===== src/rtl/rx_lane_sync_if.sv =====
// rtl/rx_lane_sync_if.sv - byte stream bundle between deserializer, lane sync and consumer
interface rx_lane_sync_if;
    logic [7:0] data_in;
    logic       valid_in;
    logic [7:0] data_out;
    logic       valid_out;

    modport master (
        output data_in,
        output valid_in,
        input  data_out,
        input  valid_out
    );

    modport slave (
        input  data_in,
        input  valid_in,
        output data_out,
        output valid_out
    );
endinterface


===== src/rtl/rx_lane_sync.sv =====
// rtl/rx_lane_sync.sv - comma-based lane synchronizer; RX_LANE_SYNC_ERRCNT_EN adds a saturating loss_events counter
module rx_lane_sync #(
    parameter logic [7:0] COM_SYMBOL = 8'hBC,
    parameter int         LOCK_CNT   = 4,
    parameter int         LOSS_CNT   = 3
) (
    input  logic              clk_f,
    input  logic              reset,
    input  logic              en,
    rx_lane_sync_if.slave     bus,
    output logic              synced,
    output logic              sync_lost,
    output logic [2:0]        state
`ifdef RX_LANE_SYNC_ERRCNT_EN
    ,
    output logic [7:0]        loss_events
`endif
);

    typedef enum logic [2:0] {
        IDLE   = 3'd0,
        SEARCH = 3'd1,
        CHECK  = 3'd2,
        SYNCED = 3'd3,
        LOST   = 3'd4
    } state_e;

    localparam logic [3:0] LOCK_C = 4'(LOCK_CNT);
    localparam logic [3:0] LOSS_C = 4'(LOSS_CNT);

    state_e     state_q, state_d;
    logic [3:0] com_cnt_q, com_cnt_d;
    logic [3:0] err_cnt_q, err_cnt_d;
    logic [7:0] data_out_q, data_out_d;
    logic       valid_out_q, valid_out_d;
    logic       synced_q, synced_d;
    logic       sync_lost_q, sync_lost_d;

    logic       is_com;
    logic [3:0] com_inc;
    logic [3:0] err_inc;

    assign is_com  = bus.valid_in && (bus.data_in == COM_SYMBOL);
    assign com_inc = com_cnt_q + 4'd1;
    assign err_inc = err_cnt_q + 4'd1;

    always_ff @(posedge clk_f) begin
        if (reset) begin
            state_q   <= IDLE;
            com_cnt_q <= 4'd0;
            err_cnt_q <= 4'd0;
        end else begin
            state_q   <= state_d;
            com_cnt_q <= com_cnt_d;
            err_cnt_q <= err_cnt_d;
        end
    end

    always_comb begin
        state_d   = state_q;
        com_cnt_d = 4'd0;
        err_cnt_d = 4'd0;
        if (!en) begin
            state_d = IDLE;
        end else begin
            unique case (state_q)
                IDLE: state_d = SEARCH;
                SEARCH: begin
                    if (is_com) begin
                        com_cnt_d = 4'd1;
                        state_d   = (LOCK_C == 4'd1) ? SYNCED : CHECK;
                    end
                end
                CHECK: begin
                    if (is_com) begin
                        com_cnt_d = com_inc;
                        if (com_inc == LOCK_C) state_d = SYNCED;
                    end else begin
                        state_d = SEARCH;
                    end
                end
                SYNCED: begin
                    com_cnt_d = com_cnt_q;
                    // Terminal compare fires before the counter can wrap.
                    if (!bus.valid_in) begin
                        err_cnt_d = err_inc;
                        if (err_inc == LOSS_C) state_d = LOST;
                    end
                end
                LOST:    state_d = SEARCH;
                default: state_d = IDLE;
            endcase
        end
    end

    always_comb begin
        data_out_d  = data_out_q;
        valid_out_d = 1'b0;
        synced_d    = (state_d == SYNCED);
        sync_lost_d = (state_d == LOST);
        if (en && state_q == SYNCED && bus.valid_in && !is_com) begin
            data_out_d  = bus.data_in;
            valid_out_d = 1'b1;
        end
    end

    always_ff @(posedge clk_f) begin
        if (reset) begin
            data_out_q  <= 8'd0;
            valid_out_q <= 1'b0;
            synced_q    <= 1'b0;
            sync_lost_q <= 1'b0;
        end else begin
            data_out_q  <= data_out_d;
            valid_out_q <= valid_out_d;
            synced_q    <= synced_d;
            sync_lost_q <= sync_lost_d;
        end
    end

`ifdef RX_LANE_SYNC_ERRCNT_EN
    logic [7:0] loss_events_q;

    always_ff @(posedge clk_f) begin
        if (reset) begin
            loss_events_q <= 8'd0;
        end else if (state_d == LOST && state_q != LOST && loss_events_q != 8'hFF) begin
            loss_events_q <= loss_events_q + 8'd1;
        end
    end

    assign loss_events = loss_events_q;
`endif

    assign bus.data_out  = data_out_q;
    assign bus.valid_out = valid_out_q;
    assign synced        = synced_q;
    assign sync_lost     = sync_lost_q;
    assign state         = state_q;

endmodule


===== src/flat_wrapper.sv =====
// flat-port wrapper written by rule: the top's interface ports become plain ports
module rx_lane_sync_flat 
#(
    parameter logic [7:0] COM_SYMBOL = 8'hBC,
    parameter int         LOCK_CNT   = 4,
    parameter int         LOSS_CNT   = 3
)
  (clk_f, reset, en, synced, sync_lost, state, bus_data_in, bus_valid_in, bus_data_out, bus_valid_out);
  rx_lane_sync_if bus_i ();
  input  logic clk_f;
  input  logic reset;
  input  logic en;
  output logic synced;
  output logic sync_lost;
  output logic [2:0] state;
  input wire logic [$bits(bus_i.data_in)-1:0] bus_data_in;
  input wire logic [$bits(bus_i.valid_in)-1:0] bus_valid_in;
  output wire logic [$bits(bus_i.data_out)-1:0] bus_data_out;
  output wire logic [$bits(bus_i.valid_out)-1:0] bus_valid_out;
  assign bus_i.data_in = bus_data_in;
  assign bus_i.valid_in = bus_valid_in;
  assign bus_data_out = bus_i.data_out;
  assign bus_valid_out = bus_i.valid_out;
  rx_lane_sync #(.COM_SYMBOL(COM_SYMBOL), .LOCK_CNT(LOCK_CNT), .LOSS_CNT(LOSS_CNT)) u_core (.clk_f(clk_f), .reset(reset), .en(en), .bus(bus_i), .synced(synced), .sync_lost(sync_lost), .state(state));
endmodule

===== config.mk =====
export PLATFORM = sky130hd
export DESIGN_NAME = rx_lane_sync_flat
export DESIGN_NICKNAME = d
export VERILOG_FILES = /design/src/rtl/rx_lane_sync_if.sv /design/src/rtl/rx_lane_sync.sv /design/src/flat_wrapper.sv
export SDC_FILE = /design/constraint.sdc
export NUM_CORES = 1
export LEC_CHECK = 0
export CAP_MARGIN = 0
export CORE_MARGIN = 2
export CORE_UTILIZATION = 40
export CTS_BUF_LIST = sky130_fd_sc_hd__clkbuf_16
export DETAILED_ROUTE_END_ITERATION = 7
export DONT_BUFFER_PORTS = 1
export HOLD_SLACK_MARGIN = 0.12
export PLACE_DENSITY = 0.54
export RECOVER_POWER = 25
export SYNTH_ARGS = -nofsm -noshare
export SYNTH_HDL_FRONTEND = slang
export SYNTH_SLANG_ARGS = --single-unit

===== constraint.sdc =====
create_clock -name clk_f -period 3.8 [get_ports clk_f]
set_input_delay 0.38 -clock clk_f [delete_from_list [all_inputs] [get_ports clk_f]]
set_output_delay 0.38 -clock clk_f [all_outputs]
set_load 0.03 [all_outputs]

-- Word-level counts from Yosys, hierarchy flattened
Cells that the tools add are included.
- add/sub/neg operators: 2
- equality and inequality tests: 9
- multiplexer cells: 11
- bitwise logic cells: 2
- reduce and logical (&&, ||, !) cells: 9
- operator list (operator ; number):
    3-bit two-way mux ; 6
    3-bit one-hot mux with 4 select lines ; 1
    4-bit one-hot mux with 3 select lines ; 1
    3-bit by 2-bit == test with 1-bit output, second input constant ; 3
    4-bit by 1-bit adder with 4-bit output, second input constant ; 2
    8-bit == test, second input constant ; 1
    3-bit == test, second input constant ; 2
    4-bit by 2-bit == test with 1-bit output, second input constant ; 1
    4-bit by 3-bit == test with 1-bit output, second input constant ; 1
    1-bit logical AND ; 4
    4-bit two-way mux ; 1
    2-bit OR reduction ; 2
    4-bit OR reduction ; 1
    3-bit by 1-bit == test with 1-bit output, second input constant ; 1
    3-bit logical NOT ; 1
    1-bit two-way mux ; 2
    1-bit inverter ; 2
    1-bit logical NOT ; 1
- bits in registers: 22
- input bits: 12
- output and inout bits: 14
- logic and storage cells: 40

-- Logic depth before layout (Yosys ltp)
- depth after elaboration: 7
- gate-level depth with buffers: 6
- depth with buffers taken out: 5

-- Worst setup path before layout
OpenSTA, ideal clock, no wires.
- path kind: reg2reg
- from: register u_core.state_q[2] (netlist: u_core.state[2])
- to: register u_core.data_out_q[4] (netlist: u_core.bus.data_out[4])
- library setup time: 0.119 ns
- arrival time: 1.329 ns
- required time: 3.681 ns
- setup slack: 2.352 ns
- cell stages (with the launch flop): 6
- path buffers: 1
- period minus slack after synthesis: 1.448 ns
- cells stage by stage: dfxtp_1 -> and3b_1 -> buf_4 -> nand3_2 -> nor2_1 -> o221a_2
- longest elaborated chain between the ends: 4
- ends and longest elaborated chain (element ; RTL line ; text):
    start: declaration ; rx_lane_sync.sv:31 ; state_e state_q, state_d;
    start signal: assignment ; rx_lane_sync.sv:53 ; state_q <= state_d;
    3-bit by 2-bit == test with 1-bit output ; rx_lane_sync.sv:101 ; if (en && state_q == SYNCED && bus.valid_in && !is_com) begin
    1-bit logical AND (3 in a row) ; rx_lane_sync.sv:101 ;
    end signal: assignment ; rx_lane_sync.sv:114 ; data_out_q <= data_out_d;
    end: declaration ; rx_lane_sync.sv:34 ; logic [7:0] data_out_q, data_out_d;
Every way passes these cells.
A chain may end at the register's enable or synchronous reset.

-- Worst setup path in the final report
- from: register u_core.state_q[0] (netlist: u_core.state[0])
- to: register u_core.data_out_q[4] (netlist: u_core.bus.data_out[4])
Same word-level chain as after synthesis.

==> out/summary.txt <==
Worst Path Required -> 4.00 ns
# port buffers -> 0
Power density normalized to cell area -> 439.9 nW/um^2
Slowest cell on the critical path -> sky130_fd_sc_hd__dfxtp_1
First DRT Iteration DRCs -> 20
Number of gates on the worst path with buffers counted -> 4
Final count of hold timing violations -> 0
TritonCTS clock tree -> done
Worst-case clock buffer depth -> 2
Slew of the pin with the lowest slew margin -> 0.4490 ns
Part of the Yosys area used for sequential elements -> 45.60%
Vias per cell -> 5.696
Worst reg2reg path startpoint -> u_core.state[0]
Termination of the worst setup path -> u_core.bus.data_out[4]
RSZ-0062 raised after global routing -> no
Post-detail-place hpwl -> 1521 um
Overall routed net length -> 2044 um
Post-CTS setup-driven buffer insertion count -> 0
Die width -> 53.14 um
Placed Cells -> 131
Die Height -> 53.14 um
Largest delay share family, worst path -> simple AND/OR/NAND/NOR gates
Outcome -> finished, final reports clean
Crit path DAT -> 1.86 ns
Endpoint type of the worst setup path -> flop
Setup Total Neg Slack -> 0 ns
Number of synthesized register bits -> 22
DRT antenna net count -> 0
Share of the synthesized area in the top cell type -> 45.60%
Number of setup violations in the final report -> 0
Num ports -> 26
Resized cells post-CTS -> 0
Final worst path period need -> 1.659 ns
Max-cap check violation count -> 0
Total global routing track utilization -> 15.99%
Leakage -> 0.3868 nW
Count of TritonRoute iterations in the first routing pass -> 4
Wire length of the first global-routing pass -> 3208 um
Synth top area cells -> sky130_fd_sc_hd__dfxtp_1, sky130_fd_sc_hd__ha_1, sky130_fd_sc_hd__a21oi_1
Initial antenna violation count -> 0
Post-synthesis cell area -> 965.9 sq um
Area of the die -> 2824 sq um
Yosys warns -> 0
Clock network latency to the later pin of the worst-skew pair -> 0.25 ns
Largest fanout of any net on the critical path -> 10
Bufs and invs on worst path -> 0
Number of core rows -> 17
Cell taking the most area after synthesis -> sky130_fd_sc_hd__dfxtp_1
Final estimated routing congestion in global placement -> 0.6573
Count of vias placed by the detailed router -> 769
CTS Sinks -> 22
Worst slew margin relative to its limit -> 70.03%
Max Freq -> 602.9 MHz
Flop2flop setup slack -> 2.14 ns
Flip-flop cell with the highest count after synthesis -> sky130_fd_sc_hd__dfxtp_1
Cell at the root of the clock tree -> sky130_fd_sc_hd__clkbuf_16
CTS Hold Buffers Added -> 0
Avg Cell Area, Syn -> 9.027 sq um
Peak supply drop -> 0.0002077 V
Pin count of the biggest net entering global routing -> 14
Core box area -> 2255 sq um
Hold/Removal Path Class -> in -> reg
CTS buffer count -> 3
Gr ovfl total -> 0
Async set-reset flop share out of synthesis -> 0%
Clock slew at the register clock pins of the worst setup and hold paths -> 0.06 ns
Number of synthesized flops with an enable pin -> 0
Critical Path Source -> u_core.state[0]
Cell count after synthesis -> 107
Via count of the first global-routing pass -> 724
Layout Area Growth over Synthesis -> 8.809%
Worst Path Class, Setup -> reg -> reg
Endpoint of the most critical register-to-register path -> u_core.bus.data_out[4]
Ordered list of cells on the worst path -> and3b_1 > nand3_2 > nor2_1 > o221a_2
Starting density of the core -> 42.84%
Number of library cell types mapped by synthesis -> 33
Final Max Slew Viols -> 0
Number of H-tree levels -> 1
Layout cell share with drive strength beyond 1 -> 6.542%
Syn nets -> 123
Per-cell routed wire length -> 15.14 um
DRC viols -> 0
Layout Skew -> 0.001522 ns
Cell Count, Final, Fillers Out -> 135
Largest stage delay, worst path -> 0.59 ns
Final period utilization -> 43.65%
Critical Path Source Type -> flop
Nets -> 124
Worst reg2reg path depth -> 4
Number of antenna repair diodes -> 0
==> cell type report <==
cell class	count	area (sq um)
flip-flops and latches	22	440.4
clock inverters	1	3.754
well taps	28	35.03
multi-input cells	79	489.2
clock buffers	3	75.07
fillers	235	1204
inverters	2	7.507
==> cells by family after synthesis <==
kind of cell | share of synthesized area [%]
XOR/XNOR | 3.628
buffers and inverters | 3.757
adder cells (fa/ha/maj) | 5.182
flip-flops | 45.60
AND/OR/NAND/NOR | 25.00
AO/OA/AOI/OAI | 16.84
==> flip-flops by register name, indices dropped and copies added (netlist names) <==
name / cells
u_core.bus.data_out: 8
u_core.com_cnt_q: 4
u_core.err_cnt_q: 4
u_core.state: 3
u_core.bus.valid_out: 1
u_core.sync_lost: 1
u_core.synced: 1
==> synthesized netlist by cell type, types with 2 or more instances <==
library cell / n
sky130_fd_sc_hd__o21ai_1: 5
sky130_fd_sc_hd__inv_1: 2
sky130_fd_sc_hd__o221a_2: 2
sky130_fd_sc_hd__ha_1: 4
sky130_fd_sc_hd__nor3_1: 4
sky130_fd_sc_hd__nor2_1: 9
sky130_fd_sc_hd__o21ai_0: 4
sky130_fd_sc_hd__nand2b_1: 2
sky130_fd_sc_hd__nor2b_1: 4
sky130_fd_sc_hd__nand3_1: 6
sky130_fd_sc_hd__a32oi_1: 2
sky130_fd_sc_hd__dfxtp_1: 22
sky130_fd_sc_hd__a21oi_1: 9
sky130_fd_sc_hd__buf_2: 2
sky130_fd_sc_hd__and3_1: 2
sky130_fd_sc_hd__nand2_1: 9
sky130_fd_sc_hd__xnor2_1: 3
==> metal layers <==
metal | part of all wire, % | vias up | routed length, um | global-route usage [%]
met5 | 0 | - | 0 | 0
met2 | 47 | 19 | 951 | 24.17
met4 | 1.7 | 0 | 34 | 6.410
met3 | 6.4 | 5 | 131 | 5.367
li1 | - | 387 | - | -
met1 | 45 | 358 | 927 | 20.80
==> worst min-delay path by stage <==
stage,startpoint,end,slack [ns],cells past startpoint
global route,reset,u_core.bus.data_out[5],0.18,1
finish,reset,u_core.bus.data_out[0],0.19,1
global placement,u_core.err_cnt_q[0],u_core.err_cnt_q[0],0.45,1
detailed placement,reset,u_core.bus.data_out[3],0.45,1
floorplan,u_core.err_cnt_q[0],u_core.err_cnt_q[0],0.43,1
CTS,reset,u_core.bus.data_out[0],0.19,1
==> power by group <==
| group | total, mW | switching, mW | leakage (nW) | internal, mW |
|---|---|---|---|---|
| clock network | 0.221 | 0.0810 | 0.0385 | 0.140 |
| registers | 0.234 | 0.00225 | 0.177 | 0.231 |
| logic | 0.00749 | 0.00449 | 0.171 | 0.00299 |
| total | 0.462 | 0.0877 | 0.387 | 0.375 |
==> per-stage QoR <==
step / setup slack, ns / power [mW] / util [%] / area (sq um) / hold WS, ns
CTS: 2.141 / 0.4658 / 46.61 / 1051 / 0.1859
finish: 2.141 / 0.4623 / 46.61 / 1051 / 0.1882
global route: 2.058 / 0.4738 / 46.61 / 1051 / 0.1820
global placement: 2.210 / 0.2457 / 43.12 / 972.2 / 0.4500
floorplan: 2.352 / 0.2454 / - / 965.9 / 0.4297
detailed placement: 2.156 / 0.2460 / 43.12 / 972.2 / 0.4538
==> placed cells by master (no fill, tap or decap), types with 2 or more instances in the layout <==
cell / n
sky130_fd_sc_hd__dfxtp_1: 22
sky130_fd_sc_hd__a21oi_1: 9
sky130_fd_sc_hd__nand2_1: 9
sky130_fd_sc_hd__nor2_1: 9
sky130_fd_sc_hd__nand3_1: 6
sky130_fd_sc_hd__o21ai_1: 5
sky130_fd_sc_hd__o21ai_0: 4
sky130_fd_sc_hd__nor2b_1: 4
sky130_fd_sc_hd__nor3_1: 4
sky130_fd_sc_hd__ha_1: 4
sky130_fd_sc_hd__xnor2_1: 3
sky130_fd_sc_hd__clkbuf_16: 3
sky130_fd_sc_hd__inv_1: 2
sky130_fd_sc_hd__nand2b_1: 2
sky130_fd_sc_hd__and3_1: 2
sky130_fd_sc_hd__o221a_2: 2
sky130_fd_sc_hd__a32oi_1: 2
(Power assumes the default switching activity.)
